**src/rtl/osd_console_writer.sv**
```systemverilog
// rtl/osd_console_writer.sv - OSD console writer: byte stream to tile-RAM writes with cursor and clears.
// Optional OSD_LINE_CLEAR_EN: clear the entered row on wrap/newline.
module osd_console_writer #(
  parameter int COLS = 80,
  parameter int ROWS = 30
) (
  input  logic       clk,
  input  logic       reset_n,
  input  logic       wr_valid,
  input  logic [7:0] wr_char,
  input  logic       wr_rev,
  output logic       wr_ready,
  output logic [6:0] xt,
  output logic [4:0] yt,
  output logic [7:0] ch_out,
  output logic       we_ch,
  output logic [6:0] cur_x,
  output logic [4:0] cur_y,
  output logic       busy
);

  localparam logic [6:0] LAST_X = 7'(COLS - 1);
  localparam logic [4:0] LAST_Y = 5'(ROWS - 1);

`ifdef OSD_LINE_CLEAR_EN
  typedef enum logic [1:0] {S_CLR_SCREEN, S_CLR_LINE, S_IDLE} state_t;
`else
  typedef enum logic [1:0] {S_CLR_SCREEN, S_IDLE} state_t;
`endif

  state_t     r_state, w_state_nx;
  logic [6:0] r_cur_x, w_cur_x_nx;
  logic [4:0] r_cur_y, w_cur_y_nx;
  logic [6:0] r_clr_x, w_clr_x_nx;
  logic [4:0] r_clr_y, w_clr_y_nx;
  logic       r_clr_done, w_clr_done_nx;
  logic [6:0] r_xt, w_xt_nx;
  logic [4:0] r_yt, w_yt_nx;
  logic [7:0] r_ch, w_ch_nx;
  logic       r_we, w_we_nx;
  logic       w_row_enter;
  logic [6:0] w_code;
  logic       w_unused;

  assign w_code   = wr_char[6:0];
  assign w_unused = wr_char[7];

  always_ff @(posedge clk) begin
    if (!reset_n) begin
      r_state    <= S_CLR_SCREEN;
      r_cur_x    <= '0;
      r_cur_y    <= '0;
      r_clr_x    <= '0;
      r_clr_y    <= '0;
      r_clr_done <= 1'b0;
      r_xt       <= '0;
      r_yt       <= '0;
      r_ch       <= '0;
      r_we       <= 1'b0;
    end else begin
      r_state    <= w_state_nx;
      r_cur_x    <= w_cur_x_nx;
      r_cur_y    <= w_cur_y_nx;
      r_clr_x    <= w_clr_x_nx;
      r_clr_y    <= w_clr_y_nx;
      r_clr_done <= w_clr_done_nx;
      r_xt       <= w_xt_nx;
      r_yt       <= w_yt_nx;
      r_ch       <= w_ch_nx;
      r_we       <= w_we_nx;
    end
  end

  always_comb begin
    w_state_nx    = r_state;
    w_cur_x_nx    = r_cur_x;
    w_cur_y_nx    = r_cur_y;
    w_clr_x_nx    = r_clr_x;
    w_clr_y_nx    = r_clr_y;
    w_clr_done_nx = r_clr_done;
    w_xt_nx       = r_xt;
    w_yt_nx       = r_yt;
    w_ch_nx       = r_ch;
    w_we_nx       = 1'b0;
    w_row_enter   = 1'b0;

    case (r_state)
      S_CLR_SCREEN: begin
        // The done flag costs one idle cycle so ready rises after the last write is seen.
        if (r_clr_done) begin
          w_state_nx = S_IDLE;
          w_cur_x_nx = '0;
          w_cur_y_nx = '0;
        end else begin
          w_we_nx = 1'b1;
          w_xt_nx = r_clr_x;
          w_yt_nx = r_clr_y;
          w_ch_nx = 8'h00;
          if (r_clr_x == LAST_X) begin
            w_clr_x_nx = '0;
            if (r_clr_y == LAST_Y) w_clr_done_nx = 1'b1;
            else                   w_clr_y_nx    = r_clr_y + 5'd1;
          end else begin
            w_clr_x_nx = r_clr_x + 7'd1;
          end
        end
      end
`ifdef OSD_LINE_CLEAR_EN
      S_CLR_LINE: begin
        if (r_clr_done) begin
          w_state_nx = S_IDLE;
        end else begin
          w_we_nx = 1'b1;
          w_xt_nx = r_clr_x;
          w_yt_nx = r_cur_y;
          w_ch_nx = 8'h00;
          if (r_clr_x == LAST_X) w_clr_done_nx = 1'b1;
          else                   w_clr_x_nx    = r_clr_x + 7'd1;
        end
      end
`endif
      S_IDLE: begin
        if (wr_valid) begin
          if (w_code >= 7'h20 && w_code <= 7'h7E) begin
            w_we_nx = 1'b1;
            w_xt_nx = r_cur_x;
            w_yt_nx = r_cur_y;
            w_ch_nx = {wr_rev, w_code};
            if (r_cur_x == LAST_X) w_row_enter = 1'b1;
            else                   w_cur_x_nx  = r_cur_x + 7'd1;
          end else begin
            case (w_code)
              7'h0A: w_row_enter = 1'b1;
              7'h0D: w_cur_x_nx  = '0;
              7'h08: begin
                if (r_cur_x != 7'd0) begin
                  w_cur_x_nx = r_cur_x - 7'd1;
                  w_we_nx    = 1'b1;
                  w_xt_nx    = r_cur_x - 7'd1;
                  w_yt_nx    = r_cur_y;
                  w_ch_nx    = 8'h00;
                end
              end
              7'h0C: begin
                w_state_nx    = S_CLR_SCREEN;
                w_cur_x_nx    = '0;
                w_cur_y_nx    = '0;
                w_clr_x_nx    = '0;
                w_clr_y_nx    = '0;
                w_clr_done_nx = 1'b0;
              end
              default: ;
            endcase
          end
        end
      end
      default: w_state_nx = S_CLR_SCREEN;
    endcase

    // Row entry: no scrolling, the cursor wraps to row 0 after the last row.
    if (w_row_enter) begin
      w_cur_x_nx = '0;
      w_cur_y_nx = (r_cur_y == LAST_Y) ? 5'd0 : r_cur_y + 5'd1;
`ifdef OSD_LINE_CLEAR_EN
      w_state_nx    = S_CLR_LINE;
      w_clr_x_nx    = '0;
      w_clr_done_nx = 1'b0;
`endif
    end
  end

  assign wr_ready = (r_state == S_IDLE);
  assign busy     = ~wr_ready;
  assign xt       = r_xt;
  assign yt       = r_yt;
  assign ch_out   = r_ch;
  assign we_ch    = r_we;
  assign cur_x    = r_cur_x;
  assign cur_y    = r_cur_y;

endmodule
```
**config.mk**
```make
export PLATFORM = sky130hd
export DESIGN_NAME = osd_console_writer
export DESIGN_NICKNAME = d
export VERILOG_FILES = /design/src/rtl/osd_console_writer.sv
export SDC_FILE = /design/constraint.sdc
export NUM_CORES = 1
export LEC_CHECK = 0
export ABC_AREA = 1
export CORE_MARGIN = 2
export CORE_UTILIZATION = 54
export CTS_CLUSTER_DIAMETER = 30
export DETAILED_ROUTE_END_ITERATION = 16
export GPL_ROUTABILITY_DRIVEN = 0
export GPL_TIMING_DRIVEN = 0
export PLACE_DENSITY_LB_ADDON = 0.3
export SLEW_MARGIN = 25
export SYNTH_ARGS = -nofsm -noshare
export SYNTH_HDL_FRONTEND = slang
export SYNTH_SLANG_ARGS = --single-unit
```
**constraint.sdc**
```tcl
create_clock -name clk -period 2.5 [get_ports clk]
set_clock_uncertainty 0.1 [all_clocks]
set_input_delay 0.25 -clock clk [delete_from_list [all_inputs] [get_ports clk]]
set_output_delay 0.25 -clock clk [all_outputs]
set_load 0.005 [all_outputs]
```
==> results.yml, run 1 <==
global_routing:
  grt_pass1_wl_um: 12200
  grt_pass1_vias: 2674
  grt_use_total_pct: 25.0
  antenna_found_initial: 0
  grt_max_degree: 15
  grt_remaining_overflow: 0
synthesis:
  synth.top_cell.area_share_pct: 32.5
  async_reset_ff_share_pct: 0
  synth_cells: 463
  synth-edff-count: 0
  avgSynthCellArea_um2: 6.26
  synthSimpleGateAreaFrac_pct: 43.7
  synth_area_leader_cell: "dfxtp_1"
  synthAdderAreaFrac_pct: 3.02
  synth_xor_area_share_pct: 2.11
  synth_seq_cells: 47
  synth_ff_type: "dfxtp_1"
  synth_area_um2: 2900
  synth.distinct_cells: 33
  synth_area_leaders: "dfxtp_1, nand2_1, nor2_1"
  synthTopCellsByCount: "nand2_1, nor2_1, inv_1, dfxtp_1, nand3_1"
  synth-compound-area-share_pct: 8.37
  ys_seq_area_share_pct: 32.5
  yosys_warnings: 0
  synth_most_common_cell: "nand2_1"
  synthesis.nets: 482
  synth_top_family_by_area: "simple AND/OR/NAND/NOR gates"
  yosys-mux-area-fraction_pct: 0
drt:
  routed_via_density: 5.23
  drt_iter0_drc: 275
  detail-route-antenna-nets: 0
  drt-pass1-iter-count: 5
  wirelength_um: 7330
  wl_per_cell_um: 12.5
  drc: 0
  num_vias: 3057
min_path:
  min_to: "r_clr_y[0]"
  worstHoldStart: "reset_n"
  worstHoldPathCells: 3
  worstHoldPathType: "input pin to flop"
die:
  rows: 26
  die_area_um2: 5970
  die_y_um: 77.3
  start_util_pct: 56.4
  ios: 47
  die_width_um: 77.3
  core_um2: 5140
power:
  irDropWorstVdd_mv: 0.246
  power_frac_comb_pct: 7.7
  clockPowerShare_pct: 36.3
  p_int_mw: 1.03
  seq_power_share_pct: 56.0
  powerDensity_nw_per_um2: 387
  total_power_mw: 1.36
  sw_frac_of_total_pct: 24.7
  p_sw_mw: 0.336
  p_leak_nw: 1.54
final_layout:
  post-route-cell-area_um2: 3520
  diodes: 0
  final_cells: 585
  drive_gt1_share_pct: 7.57
  syn_to_final_growth_pct: 21.5
  final_util_pct: 68.5
  nets: 533
clocking:
  cts-root-buf: "clkbuf_8"
  cts_tree: "done"
  cts.repair.resized: 0
  numCtsBuffers: 5
  cts_buffer_depth: 2
  cts_setup_buffers: 0
  clock_sinks: 47
  cts_max_level: 2
  holdBufCountCts: 0
  clk_latency_ps: 310
  clkTransAtPathRegs_ps: 100
critical_path:
  slowest_delay_ps: 600
  crit_family: "buffers and inverters"
  critPathRequiredTime_ps: 2150
  rrSetupSlack_ps: 460
  endpoint_kind: "output pin"
  reg2reg_to: "ch_out[0]"
  arrival_ps: 1930
  crit_path_top_delay_cell: "clkdlybuf4s50_1"
  r2r_cells: 9
  crit_path_cell_trace: "inv_2, buf_1, clkdlybuf4s50_1"
  r2r_start: "cur_x[0]"
  cp-start-kind: "flop"
  critPathMaxFanout: 10
  crit_type: "flop to output pin"
  path_buf_inv: 3
timing:
  fin_ws_ps: 216
  hold_violations: 0
  tns_ps: 0
  timing_max_transition_violations_final: 0
  min_period_ps: 2280
  finalSetupViolCount: 0
  period_share_pct: 91.4
  hold_ws_ps: 255
  rsz0062_at_grt: "no"
  max_clock_freq_ghz: 0.438
  worst_pin_slew_ps: 565
  maxSlewHeadroom_pct: 62.0
placed_design:
  portBuffers: 44
  placed_cells: 577
  place_ws_ps: 263
  place_area_um2: 3430
  dpl.hpwl_um: 5510
flow_run:
  timing.max_cap.violations: 0
outcome:
  status: "finished, final reports clean"
kinds of logic (layout without fill, tap and decap cells):
| logic type | after synthesis | in the layout |
|---|---|---|
| compound gates | 38 | 38 |
| xor+xnor | 7 | 7 |
| fa+ha+maj | 7 | 7 |
| buf+inv | 71 | 123 |
| flops | 47 | 47 |
| simple gates | 293 | 293 |
layout make-up:
cell class / count / area, um^2
clock buffer: 7 / 86.3
inverter: 59 / 221
clock inverter: 1 / 8.76
sequential: 47 / 941
tap: 70 / 87.6
buffer: 12 / 78.8
fill: 478 / 1620
timing repair buffer: 44 / 440
multi-input combinational: 345 / 1660
placed cells by master (no fill, tap or decap), drive strengths merged:
master,instances
nand4,6
o31ai,1
a21boi,1
o21ai,14
buf,10
dfxtp,47
or2,1
clkbuf,9
xnor2,1
a21oi,14
ha,7
xor2,6
inv,57
clkdlybuf4s50,44
o221ai,5
nor2,92
nand2,149
nand3,41
nand3b,1
clkinv,3
o211ai,3
nor3b,2
nor3,1
flip-flops by register name (all words and copies together), names as in the netlist:
name,cells
r_clr_done,1
xt,7
cur_y,5
r_clr_x,7
r_clr_y,5
we_ch,1
cur_x,7
yt,5
r_state,1
ch_out,8
tightest hold or removal path, cell delays in order:
cell and delay [ps]:
clkbuf_1 190, o21ai_0 130, nor2_1 50
worst max path at each step:
| stage | startpoint | to | slack [ps] | depth (start not counted) |
|---|---|---|---|---|
| after global placement | wr_char[5] | cur_x[4] | 280 | 9 |
| after CTS | r_state[0] | busy | 240 | 3 |
| after detailed placement | wr_char[5] | cur_x[4] | 260 | 9 |
| final | r_state[0] | busy | 220 | 3 |
| after floorplan | cur_x[0] | xt[3] | 720 | 9 |
| after global routing | r_state[0] | busy | 150 | 3 |
power by group through the flow:
stage	Clock (mW)	Sequential (mW)	Combinational, mW
2_1_floorplan	0	0.779	0.0616
3_3_place_gp	0	0.780	0.101
3_5_place_dp	0	0.780	0.103
4_1_cts	0.503	0.763	0.104
5_1_grt	0.530	0.764	0.117
6_report	0.495	0.763	0.105
layer usage:
metal	track usage, %	vias to the layer above	wire, um
met5	0	-	0
met4	8.21	0	148
met3	2.94	22	537
met2	42.1	139	3300
met1	33.1	1348	3350
li1	-	1548	-
Power figures use the tool's default switching activity.
==> run 2: changes to the inputs <==
- CORE_UTILIZATION: 54 -> 49
- HOLD_SLACK_MARGIN: default -> 0.1
- clock period: 2.5 -> 2 ns (I/O delays scaled with it)
==> results.yml, run 2 (synthesis gave the netlist of run 1 again) <==
outcome:
  status: "finished, final reports clean"
timing:
  hold_violations: 0
  maxSlewHeadroom_pct: 63.1
  period_share_pct: 93.4
  finalSetupViolCount: 0
  min_period_ps: 1870
  hold_ws_ps: 202
  max_clock_freq_ghz: 0.535
  timing_max_transition_violations_final: 0
  worst_pin_slew_ps: 549
  fin_ws_ps: 132
final_layout:
  syn_to_final_growth_pct: 24.5
  final_common_cell: "nand2_1"
  nets: 536
  diodes: 0
  final_cells: 593
  drive_gt1_share_pct: 10.8
  largest_register_ff_count: 8
  mostFrequentLayoutCells: "nand2_1, nor2_1, inv_1, clkdlybuf4s50_1, dfxtp_1"
  post-route-cell-area_um2: 3610
  final_util_pct: 62.1
clocking:
  cts-root-buf: "clkbuf_8"
  numCtsBuffers: 5
  clock_sinks: 47
  clkTransAtPathRegs_ps: 100
  cts_max_level: 2
  cts_buffer_depth: 2
  clk_latency_ps: 310
  holdBufCountCts: 0
  cts_tree: "done"
critical_path:
  critPathMaxFanout: 18
  rrSetupSlack_ps: 130
  crit_type: "flop to flop"
  reg2reg_to: "cur_x[2]"
  critPathRequiredTime_ps: 2100
  r2r_cells: 8
  r2r_start: "r_state[0]"
  arrival_ps: 1970
  endpoint_kind: "flop"
  cp-start-kind: "flop"
drt:
  drc: 0
  wirelength_um: 7250
  detail-route-antenna-nets: 0
  drt-pass1-iter-count: 4
  num_vias: 3019
  drt_iter0_drc: 182
  wl_per_cell_um: 12.2
  routed_via_density: 5.09
die:
  ios: 47
  rows: 28
  die_width_um: 80.9
  core_um2: 5820
  die_y_um: 80.9
  start_util_pct: 49.8
  die_area_um2: 6550
placed_design:
  placed_cells: 582
  dpl.hpwl_um: 5370
  portBuffers: 44
  place_area_um2: 3430
  place_ws_ps: -221
min_path:
  worstHoldPathCells: 3
  worstHoldStart: "reset_n"
  min_to: "r_clr_y[0]"
  worstHoldPathType: "input pin to flop"
flow_run:
  timing.max_cap.violations: 0
global_routing:
  antenna_found_initial: 0
  grt_use_total_pct: 22.6
  grt_max_degree: 19
  grt_remaining_overflow: 0
  grt_pass1_wl_um: 11700
  grt_pass1_vias: 2582
power:
  powerDensity_nw_per_um2: 505
  p_leak_nw: 1.57
  irDropWorstVdd_mv: 0.261
run 2: power breakdown:
part           internal (mW)  total (mW)  switching [mW]
Sequential             0.946       0.955         0.00909
Clock                  0.377       0.733           0.356
Combinational         0.0545       0.133          0.0787
Total                   1.38        1.82           0.444
run 2: worst max-delay path by stage:
stage,start,end,slack [ps],cells after the start
final,r_state[0],cur_x[2],130,8
after global routing,cur_x[0],yt[1],-2,10
after CTS,cur_x[0],xt[2],20,10
after detailed placement,wr_char[5],cur_x[4],-220,9
after global placement,wr_char[5],cur_x[4],-210,9
after floorplan,cur_x[0],xt[3],220,9
run 2: stage by stage:
stage | TNS (ps) | power (mW)
floorplan | 0 | 1.05
detailed placement | -2580 | 1.10
global placement | -1940 | 1.10
CTS | 0 | 1.83
finish | 0 | 1.82
global route | -2.11 | 1.88
run 2: timing repair:
item                                   in CTS  in global routing
setup endpoints to repair                  25                 33
gates cloned                                0                  1
resized for setup                           1                 14
pin swaps                                   0                  4
setup buffers                               0                  3
endpoints found under the hold margin       0                  0
run 2: area by class of cell:
type                            count  area, um^2
Sequential cell                    47         946
Buffer                             11        75.1
Clock inverter                      3        46.3
Tap cell                           75        93.8
Multi-Input combinational cell    346        1690
Clock buffer                        5        68.8
Fill cell                         554        2210
Timing Repair Buffer               47         463
Inverter                           59         223
run 2: worst max-delay path, stage by stage, from the launching register on:
cell and delay (ps):
dfxtp_2 380, inv_2 280, nand2_1 160, o21ai_1 230, inv_2 40, nor2_1 190, nand3_4 170, o21ai_1 160
nor2_1 50
run 2: metal layers:
layer | GRT usage [%] | share of wire [%]
met4 | 7.12 | 1.3
met3 | 3.00 | 5.8
met1 | 30.5 | 46
met2 | 37.3 | 47
met5 | 0 | 0
